`config.mk`:
```
export PLATFORM = sky130hd
export DESIGN_NAME = jk_cmd_sequencer
export DESIGN_NICKNAME = d
export VERILOG_FILES = /design/src/rtl/jk_cmd_sequencer.sv
export SDC_FILE = /design/constraint.sdc
export NUM_CORES = 1
export LEC_CHECK = 0
export CAP_MARGIN = 20
export CORE_MARGIN = 5
export CORE_UTILIZATION = 30
export DETAILED_ROUTE_END_ITERATION = 8
export PLACE_DENSITY = 0.62
export REMOVE_ABC_BUFFERS = 1
export SLEW_MARGIN = 25
export SYNTH_ARGS = -nofsm -noshare
export SYNTH_HDL_FRONTEND = slang
export SYNTH_SLANG_ARGS = --single-unit
```
`constraint.sdc`:
```
create_clock -name clk -period 2.7 [get_ports clk]
set_input_delay 0.54 -clock clk [delete_from_list [all_inputs] [get_ports clk]]
set_output_delay 0.54 -clock clk [all_outputs]
set_load 0.01 [all_outputs]
```
`src/rtl/jk_cmd_sequencer.sv`:
```
// rtl/jk_cmd_sequencer.sv - drives J/K of a downstream falling-edge JK flop and checks its returned q
// Each command applies one op cmd_count+1 times and compares q_fb against an internal model bit.
module jk_cmd_sequencer #(
  parameter int CNT_W  = 4,
  parameter int ERRC_W = 8
) (
  input  logic              clk,
  input  logic              rst_n,
  input  logic              cmd_valid,
  output logic              cmd_ready,
  input  logic [1:0]        cmd_op,
  input  logic [CNT_W-1:0]  cmd_count,
  output logic              j,
  output logic              k,
  input  logic              q_fb,
  output logic              busy,
  output logic              done,
  output logic              err,
  output logic [ERRC_W-1:0] err_cnt,
  input  logic              err_clr
);

  typedef enum logic {IDLE = 1'b0, DRIVE = 1'b1} state_t;

  state_t             state_q, state_d;
  logic [1:0]         jk_q, jk_d;
  logic [1:0]         op_q, op_d;
  logic [CNT_W-1:0]   rem_q, rem_d;
  logic               exp_q, exp_q_d;
  logic               exp_valid, exp_valid_d;
  logic               done_d;
  logic               err_d;
  logic [ERRC_W-1:0]  err_cnt_d;
  logic               mismatch;

  // Effect of one falling edge of the downstream flop with {j,k} = op.
  function automatic logic apply_op(input logic [1:0] op, input logic q);
    case (op)
      2'b01:   apply_op = 1'b0;
      2'b10:   apply_op = 1'b1;
      2'b11:   apply_op = ~q;
      default: apply_op = q;
    endcase
  endfunction

  assign mismatch = (state_q == DRIVE) && exp_valid && (q_fb != exp_q);

  always_comb begin
    state_d     = state_q;
    jk_d        = jk_q;
    op_d        = op_q;
    rem_d       = rem_q;
    exp_q_d     = exp_q;
    exp_valid_d = exp_valid;
    done_d      = 1'b0;
    err_d       = err;
    err_cnt_d   = err_cnt;

    case (state_q)
      IDLE: begin
        jk_d = 2'b00;
        if (cmd_valid) begin
          state_d = DRIVE;
          jk_d    = cmd_op;
          op_d    = cmd_op;
          rem_d   = cmd_count;
          exp_q_d = apply_op(cmd_op, exp_q);
          if (cmd_op[1] ^ cmd_op[0]) exp_valid_d = 1'b1;
        end
      end
      DRIVE: begin
        if (mismatch) begin
          err_d = 1'b1;
          if (err_cnt != {ERRC_W{1'b1}}) err_cnt_d = err_cnt + ERRC_W'(1);
        end
        if (rem_q != '0) begin
          rem_d   = rem_q - CNT_W'(1);
          exp_q_d = apply_op(op_q, exp_q);
          if (op_q[1] ^ op_q[0]) exp_valid_d = 1'b1;
        end else begin
          jk_d    = 2'b00;
          done_d  = 1'b1;
          state_d = IDLE;
        end
      end
      default: state_d = IDLE;
    endcase

    // A clear request overrides a coincident mismatch.
    if (err_clr) begin
      err_d     = 1'b0;
      err_cnt_d = '0;
    end
  end

  always_ff @(posedge clk or negedge rst_n) begin
    if (!rst_n) begin
      state_q   <= IDLE;
      jk_q      <= 2'b00;
      op_q      <= 2'b00;
      rem_q     <= '0;
      exp_q     <= 1'b0;
      exp_valid <= 1'b0;
      done      <= 1'b0;
      err       <= 1'b0;
      err_cnt   <= '0;
    end else begin
      state_q   <= state_d;
      jk_q      <= jk_d;
      op_q      <= op_d;
      rem_q     <= rem_d;
      exp_q     <= exp_q_d;
      exp_valid <= exp_valid_d;
      done      <= done_d;
      err       <= err_d;
      err_cnt   <= err_cnt_d;
    end
  end

  assign j         = jk_q[1];
  assign k         = jk_q[0];
  assign cmd_ready = (state_q == IDLE);
  assign busy      = (state_q == DRIVE);

endmodule
```
==> results of run 1 <==
## cells by family (layout without fill, tap and decap cells)
| family | count (synthesis) | in the layout | share of synthesized area, % |
|---|---|---|---|
| AOI/OAI and AO/OA | 31 | 31 | 16.7 |
| muxes | 6 | 6 | 5.33 |
| buffers and inverters | 15 | 39 | 5.54 |
| and+or+nand+nor | 40 | 40 | 18.3 |
| xor gates and xnor gates | 1 | 1 | 0.746 |
| adders and majority gates | 8 | 8 | 8.53 |
| DFF | 21 | 21 | 44.8 |
## through the flow
step | util, % | cells | area, sq um | setup WS [ps]
finish | 40.3 | 194 | 1500 | 429
global route | 40.3 | 194 | 1500 | 312
CTS | 40.3 | 194 | 1500 | 414
detailed placement | 39.1 | 190 | 1450 | 499
global placement | 39.1 | 190 | 1450 | 533
floorplan | - | 117 | 1150 | 913
## state kept, by name, summed over array words and instances, names as in the netlist
register,count
rem_q,4
exp_q,1
exp_valid,1
done,1
op_q,2
err,1
err_cnt,8
busy,1
jk_q,2
## worst paths after layout
kind	from	endpoint	slack, ps	depth (start not counted)
worst max-delay path	busy	cmd_ready	430	2
worst min-delay path	jk_q[0]	jk_q[0]	510	2
worst max register to register	busy	err_cnt[4]	730	4
worst min register to register	jk_q[0]	jk_q[0]	510	2
max in group asynchronous	rst_n	op_q[0]	1850	2
min in group asynchronous	rst_n	err	630	2
## cell type report
cell class	count	area, sq um	area share (%)
clock buffer	4	45.0	3.01
multi-input combinational	86	583	38.9
tap	48	60.1	4.01
sequential	21	526	35.1
inverter	10	37.5	2.50
timing repair buffer	25	248	16.5
## metal layers
metal	routed length, um	global-route usage, %	share of wire, %	up-vias
met5	0	0	0	-
met4	19	2.66	0.77	0
met3	193	4.16	7.8	2
met2	1140	17.5	46	27
met1	1110	12.2	45	471
li1	-	-	-	476
## where the power goes
| part | total [mW] | switching [mW] | internal, mW |
|---|---|---|---|
| clock network | 0.206 | 0.101 | 0.105 |
| registers | 0.523 | 0.112 | 0.411 |
| logic | 0.589 | 0.280 | 0.309 |
## cells in the final DEF, fill, tap and decap left out, drive strengths merged
| cell | netlist | layout |
|---|---|---|
| a211oi | 1 | 1 |
| a21o | 2 | 2 |
| a21oi | 11 | 11 |
| a221o | 1 | 1 |
| a31o | 1 | 1 |
| a31oi | 2 | 2 |
| a32o | 1 | 1 |
| and4b | 1 | 1 |
| buf | 2 | 1 |
| clkbuf | 3 | 4 |
| clkdlybuf4s50 | 0 | 24 |
| dfrtp | 21 | 21 |
| ha | 8 | 8 |
| inv | 10 | 10 |
| mux2 | 2 | 2 |
| mux2i | 4 | 4 |
| nand2 | 7 | 7 |
| nand2b | 4 | 4 |
| nand3 | 3 | 3 |
| nand3b | 1 | 1 |
| nand4 | 1 | 1 |
| nor2 | 9 | 9 |
| nor2b | 2 | 2 |
| nor3 | 4 | 4 |
| nor4 | 3 | 3 |
| o211ai | 3 | 3 |
| o21a | 1 | 1 |
| o21ai | 6 | 6 |
| o22a | 1 | 1 |
| o31ai | 1 | 1 |
| or2 | 2 | 2 |
| or3 | 2 | 2 |
| or4 | 1 | 1 |
| xnor2 | 1 | 1 |
## critical path, stage by stage (launching register included)
cell,delay (ps)
dfrtp_1,760
inv_1,190
clkdlybuf4s50_1,520
==> results.tsv, run 1 <==
metric	value	unit
status	finished, final reports clean	
die-area	0.00526	sq mm
fillers	382	
maxSlewViolCount	0	
syn_avg_cell_area	9.62	sq um
grt_pass1_vias	1001	
final_layout_size_suffix_gt1_share	7.53	%
crit_arrival	1730	ps
holdWs	514	ps
cts.sinks	21	
crit_type	register to primary output	
max_freq	0.440	GHz
finalSetupViolCount	0	
grt.total_usage	10.4	%
ys_warn_count	0	
fin_crit	2270	ps
hpwl	1840	um
yosysTopAreaCell	dfrtp_1	
wl	2460	um
initialDrtViolationCount	70	
powerDensity	879	mW/mm^2
ys_top_cells_by_count	21 x dfrtp_1, 11 x a21oi_1, 10 x inv_1	
hold_buffers	0	
synth-edff-count	0	
synth_area_leaders	dfrtp_1 45%, ha_1 8.5%, a21oi_1 4.7%, mux2i_1 3.4%, inv_1 3.2%	
finalHoldViolations	0	
synthCells	122	
worst_pin_slew	651	ps
synth_top_cell_area_share	44.8	%
grt-ovfl-total	0	
startpoint_type	register	
drv_cap	0	
cts_max_level	1	
row_count	22	
synth_most_common_cell	dfrtp_1	
clkTransAtPathRegs	70	ps
cts_tree	yes	
antenna_left	0	
clk_latency	260	ps
finClkSkew	2.67	ps
dieWidth	72.5	um
dr.pass1.iters	4	
clockBufferDepth	2	
io_buffers	24	
peakVddDrop	0.513	mV
ys.flop_type	dfrtp_1	
ys_seq_elements	21	
power	1.32	mW
slew_headroom	56.6	%
required	2160	ps
crit_path_end_kind	primary output	
nets	166	
post_cts_resized	0	
ys_async_sr_fraction	100	%
syn_area	0.00117	sq mm
min_period_over_period	84.1	%
p_leak	0.638	nW
setup_tns	0	ps
drc	0	
grt_pass1_wl	4400	um
die_y	72.5	um
post_drt_wl_per_cell	12.7	um
clockRootBuffer	clkbuf_8	
antenna_found_initial	0	
ios	25	
dr_total_vias	976	
via_per_inst	5.03	
start_util	31.6	%
crit_fanout	19	
numCtsBuffers	3	
hold_class	register to register	
rsz0062_at_grt	false	
core	0.00372	sq mm
area_growth	27.7	%
ys_types	36	
place.gp.congestion	0.772	
ys_seq_area_share	44.8	%
num_antenna_cells	0	
post_cts_buffers	0	
grt_max_degree	22	
Power figures use the tool's default switching activity.
==> run 2: changes to the inputs <==
clock period = 2.2 ns   (was 2.7 ns; I/O delays follow)
==> run 2 against run 1 <==
Effect of this change:
- design area is 0.58% higher
- wire length is 3.1% higher
- total power is 24% higher
- non-clock buffer count is 1 higher
- setup slack worse by 200 ps
- count of clock-buffer cells in the layout is 1 lower
- worst hold slack worse by 11 ps
- utilization is 0.24 points higher
- clock power is 24% higher
- critical path depth stayed put
- clock skew hardly changed
- largest power group unchanged
==> results.tsv, run 2 (same netlist as run 1, synthesis figures left out) <==
metric	value	unit	change
min_path_cells	2		unchanged
critical-path-top-delay-family	buffers and inverters		was flip-flops
row_count	22		unchanged
crit_path_end_kind	primary output		unchanged
crit_buf_inv	2		unchanged
finalHoldViolations	0		unchanged
status	finished, final reports clean		unchanged
grt-ovfl-total	0		unchanged
reg2reg_to	err_cnt[4]		unchanged
clkTransAtPathRegs	80	ps	was 70 ps
layout_commonest_cell	clkdlybuf4s50_1		unchanged
hold_buffers	0		unchanged
initialDrtViolationCount	54		was 70
fin_crit	1970	ps	
pre_cts_slack	98.9	ps	was 499 ps
hold_start	err		was jk_q[0]
final_layout_size_suffix_gt1_share	8.84	%	was 7.53%
finClkSkew	2.39	ps	was 2.67 ps
hold_class	register to register		unchanged
dr.pass1.iters	4		unchanged
grt.total_usage	10.2	%	was 10.4%
num_antenna_cells	0		unchanged
reg.largest.list	err_cnt x8, rem_q x4		unchanged
place.gp.congestion	0.755		was 0.772
grt_pass1_vias	1000		was 1001
worstHoldEndpoint	err		was jk_q[0]
regMostFlops	err_cnt		unchanged
start_util	31.6	%	unchanged
grt_pass1_wl	4370	um	was 4400 um
layout_setup_ws	234	ps	was 429 ps
antenna_left	0		unchanged
clk_latency	260	ps	about the same
numCtsBuffers	3		unchanged
clockBufferDepth	2		unchanged
die-area	0.00526	sq mm	unchanged
ff2ff_path_depth	4		unchanged
setup_tns	0	ps	unchanged
slew_headroom	71.7	%	was 56.6%
die_y	72.5	um	unchanged
cts_max_level	1		unchanged
finalSetupViolCount	0		unchanged
final_cell_mix	24 x clkdlybuf4s50_1, 21 x dfrtp_1, 11 x a21oi_1		unchanged
powerDensity	1090	mW/mm^2	was 879 mW/mm^2
post_cts_resized	0		unchanged
critical_path.max_stage_delay	550	ps	was 760 ps
crit_arrival	1530	ps	was 1730 ps
maxSlewViolCount	0		unchanged
dieWidth	72.5	um	unchanged
nets	167		was 166
cts.sinks	21		unchanged
dr_total_vias	972		was 976
clockRootBuffer	clkbuf_8		unchanged
max_freq	0.509	GHz	
peakVddDrop	0.535	mV	was 0.513 mV
cts_tree	yes		unchanged
p_leak	0.645	nW	was 0.638 nW
drc	0		unchanged
crit_path_cell_trace	inv_1 -> clkdlybuf4s50_1		unchanged
reg2reg_from	busy		unchanged
hpwl	1950	um	was 1840 um
largest_reg_flops	8		unchanged
post_drt_wl_per_cell	13.0	um	was 12.7 um
startpoint_type	register		unchanged
reg2reg_slack	420	ps	was 730 ps
min_period_over_period	89.4	%	
slowest_stage	clkdlybuf4s50_1		was dfrtp_1
required	1760	ps	was 2160 ps
area_growth	28.5	%	was 27.7%
via_per_inst	4.98		was 5.03
post_cts_buffers	0		unchanged
crit_type	register to primary output		unchanged
crit_fanout	11		was 19
drv_cap	0		unchanged
ios	25		unchanged
io_buffers	24		unchanged
grt_max_degree	22		unchanged
core	0.00372	sq mm	unchanged
antenna_found_initial	0		unchanged
rsz0062_at_grt	false		unchanged
wl	2540	um	was 2460 um
worst_pin_slew	424	ps	was 651 ps
[run 2: stage by stage]
stage | instance area [sq um] | instances | power (mW) | hold WS [ps] | util (%)
2_1_floorplan | 1150 | 117 | 1.11 | 144 | -
3_3_place_gp | 1460 | 191 | 1.36 | 490 | 39.3
3_5_place_dp | 1460 | 191 | 1.40 | 496 | 39.3
4_1_cts | 1510 | 195 | 1.66 | 515 | 40.6
5_1_grt | 1510 | 195 | 1.78 | 538 | 40.6
6_report | 1510 | 195 | 1.64 | 503 | 40.6
[run 2: cell type report]
type / count / area, sq um
Fill cell: 378 / 2210
Multi-Input combinational cell: 86 / 583
Sequential cell: 21 / 526
Timing Repair Buffer: 26 / 255
Tap cell: 48 / 60.1
Clock buffer: 3 / 41.3
Inverter: 10 / 37.5
Clock inverter: 1 / 5.00
[run 2: per-layer routing]
metal	share of wire (%)	wire length (um)	track usage, %
met5	0	0	0
met4	0.32	8	1.23
met3	7.0	178	4.02
met2	47	1180	17.9
met1	46	1170	12.1
[run 2: report_power, final]
part	switching, mW	leakage [nW]	internal, mW
logic	0.367	0.355	0.390
clock network	0.130	0.0255	0.126
registers	0.118	0.265	0.505
[run 2: worst max path at each step]
stage                     start          to  slack [ps]  cells past startpoint
after floorplan            busy  err_cnt[4]         410                      4
after detailed placement   q_fb  err_cnt[0]         100                      5
after global routing       busy   cmd_ready         130                      2
after global placement     q_fb  err_cnt[0]         130                      5
final                      busy   cmd_ready         230                      2
after CTS                  busy   cmd_ready         200                      2
[run 2: worst register-to-register path, delay by kind of cell, from the launching register on]
kind,cells,cell delay [ps]
AOI/OAI and AO/OA,1,150
and+or+nand+nor,3,960
DFF,1,610
==> run 3: changes to the inputs <==
CORE_UTILIZATION = 25   (was 30)
PLACE_DENSITY = 0.5   (was 0.62)
==> run 3 against run 2 <==
Effect of this change:
- wire length increased by 5.2%
- clock power fell by 2%
- total power rose by 0.72%
- sequential power is essentially flat
==> results.tsv, run 3 (same netlist as run 1, synthesis figures left out) <==
metric	value	unit	change
grt.total_usage	9.54	%	was 10.2%
area_growth	30.3	%	was 28.5%
critical_path.max_stage_delay	610	ps	was 550 ps
place.gp.congestion	0.821		was 0.755
required	1760	ps	about the same
hpwl	2020	um	was 1950 um
die_y	78.5	um	was 72.5 um
final_layout_size_suffix_gt1_share	9.40	%	was 8.84%
crit_path_end_kind	primary output		unchanged
min_period_over_period	89.9	%	was 89.4%
powerDensity	1080	mW/mm^2	was 1090 mW/mm^2
crit_type	register to primary output		unchanged
antenna_found_initial	0		unchanged
startpoint_type	register		unchanged
crit_arrival	1540	ps	was 1530 ps
antenna_left	0		unchanged
clockBufferDepth	2		unchanged
hold_class	register to register		unchanged
numCtsBuffers	3		unchanged
status	finished, final reports clean		unchanged
slew_headroom	71.0	%	was 71.7%
clockRootBuffer	clkbuf_8		unchanged
finClkSkew	4.56	ps	was 2.39 ps
clk_latency	260	ps	about the same
crit_fanout	11		unchanged
layout_setup_ws	223	ps	was 234 ps
drv_cap	0		unchanged
via_per_inst	4.89		was 4.98
regMostFlops	err_cnt		unchanged
pre_cts_slack	79.6	ps	was 98.9 ps
cts_max_level	1		unchanged
rsz0062_at_grt	false		unchanged
final_cell_mix	24 x clkdlybuf4s50_1, 21 x dfrtp_1, 11 x a21oi_1		unchanged
cts.sinks	21		unchanged
reg.largest.list	err_cnt x8, rem_q x4		unchanged
core	0.00463	sq mm	was 0.00372 sq mm
io_buffers	24		unchanged
fillers	502		was 378
finalSetupViolCount	0		unchanged
fin_crit	1980	ps	was 1970 ps
post_drt_wl_per_cell	13.2	um	was 13.0 um
max_freq	0.506	GHz	was 0.509 GHz
dr_total_vias	992		was 972
grt_pass1_wl	4700	um	was 4370 um
cts_tree	yes		unchanged
slowest_stage	dfrtp_1		was clkdlybuf4s50_1
initialDrtViolationCount	25		was 54
setup_tns	0	ps	unchanged
worst_pin_slew	435	ps	was 424 ps
num_antenna_cells	0		unchanged
hold_buffers	0		unchanged
grt_max_degree	22		unchanged
dieWidth	78.5	um	was 72.5 um
row_count	25		was 22
maxSlewViolCount	0		unchanged
crit_buf_inv	2		unchanged
drc	0		unchanged
die-area	0.00616	sq mm	was 0.00526 sq mm
nets	169		was 167
min_path_cells	2		unchanged
peakVddDrop	0.446	mV	was 0.535 mV
crit_cells	2		unchanged
finalHoldViolations	0		unchanged
clkTransAtPathRegs	70	ps	was 80 ps
critical-path-top-delay-family	buffers and inverters		unchanged
dr.pass1.iters	4		unchanged
largest_reg_flops	8		unchanged
post_cts_resized	0		unchanged
wl	2670	um	was 2540 um
crit_path_cell_trace	inv_1 -> clkdlybuf4s50_1		unchanged
holdWs	510	ps	was 503 ps
layout_commonest_cell	clkdlybuf4s50_1		unchanged
post_cts_buffers	0		unchanged
start_util	25.4	%	was 31.6%
grt-ovfl-total	0		unchanged
p_leak	0.652	nW	was 0.645 nW
ios	25		unchanged
ff2ff_path_depth	4		unchanged
grt_pass1_vias	1048		was 1000
## run 3: report_power, final
group          switching (mW)  total [mW]  leakage (nW)  internal, mW
Combinational           0.376       0.774         0.365         0.398
Sequential              0.118       0.624         0.265         0.505
Clock                   0.121       0.250        0.0228         0.129
Total                   0.616        1.65         0.652          1.03
## run 3: final timing paths
kind	end	from	slack, ps
hold / removal	jk_q[0]	jk_q[0]	510
min in group asynchronous	err	rst_n	530
setup reg to reg	err_cnt[4]	busy	380
hold reg to reg	jk_q[0]	jk_q[0]	510
setup / recovery	cmd_ready	busy	220
max in group asynchronous	done	rst_n	1440
## run 3: metrics by stage
stage	total power, mW	std cells	area, sq um	util (%)
finish	1.65	203	1530	33.0
global route	1.80	203	1530	33.0
CTS	1.67	203	1530	33.0
detailed placement	1.41	199	1480	32.1
global placement	1.38	199	1480	32.1
floorplan	1.11	117	1150	-
## run 3: layout make-up
class,count,area (sq um),share of cell area (%)
Timing Repair Buffer,28,270,17.7
Multi-Input combinational cell,86,583,38.1
Tap cell,54,67.6,4.42
Inverter,10,37.5,2.45
Clock buffer,4,45.0,2.95
Sequential cell,21,526,34.4
## run 3: worst min-delay path, cell delays in order, from the launching register on
cell	delay [ps]
dfrtp_1	350
nand3_1	70
nand2_1	60
## run 3: metal layers
layer	GRT usage, %	vias up	routed length [um]
met5	0	-	0
met4	1.75	0	14
met3	3.21	2	177
met2	16.6	33	1260
met1	11.4	473	1220
li1	-	484	-
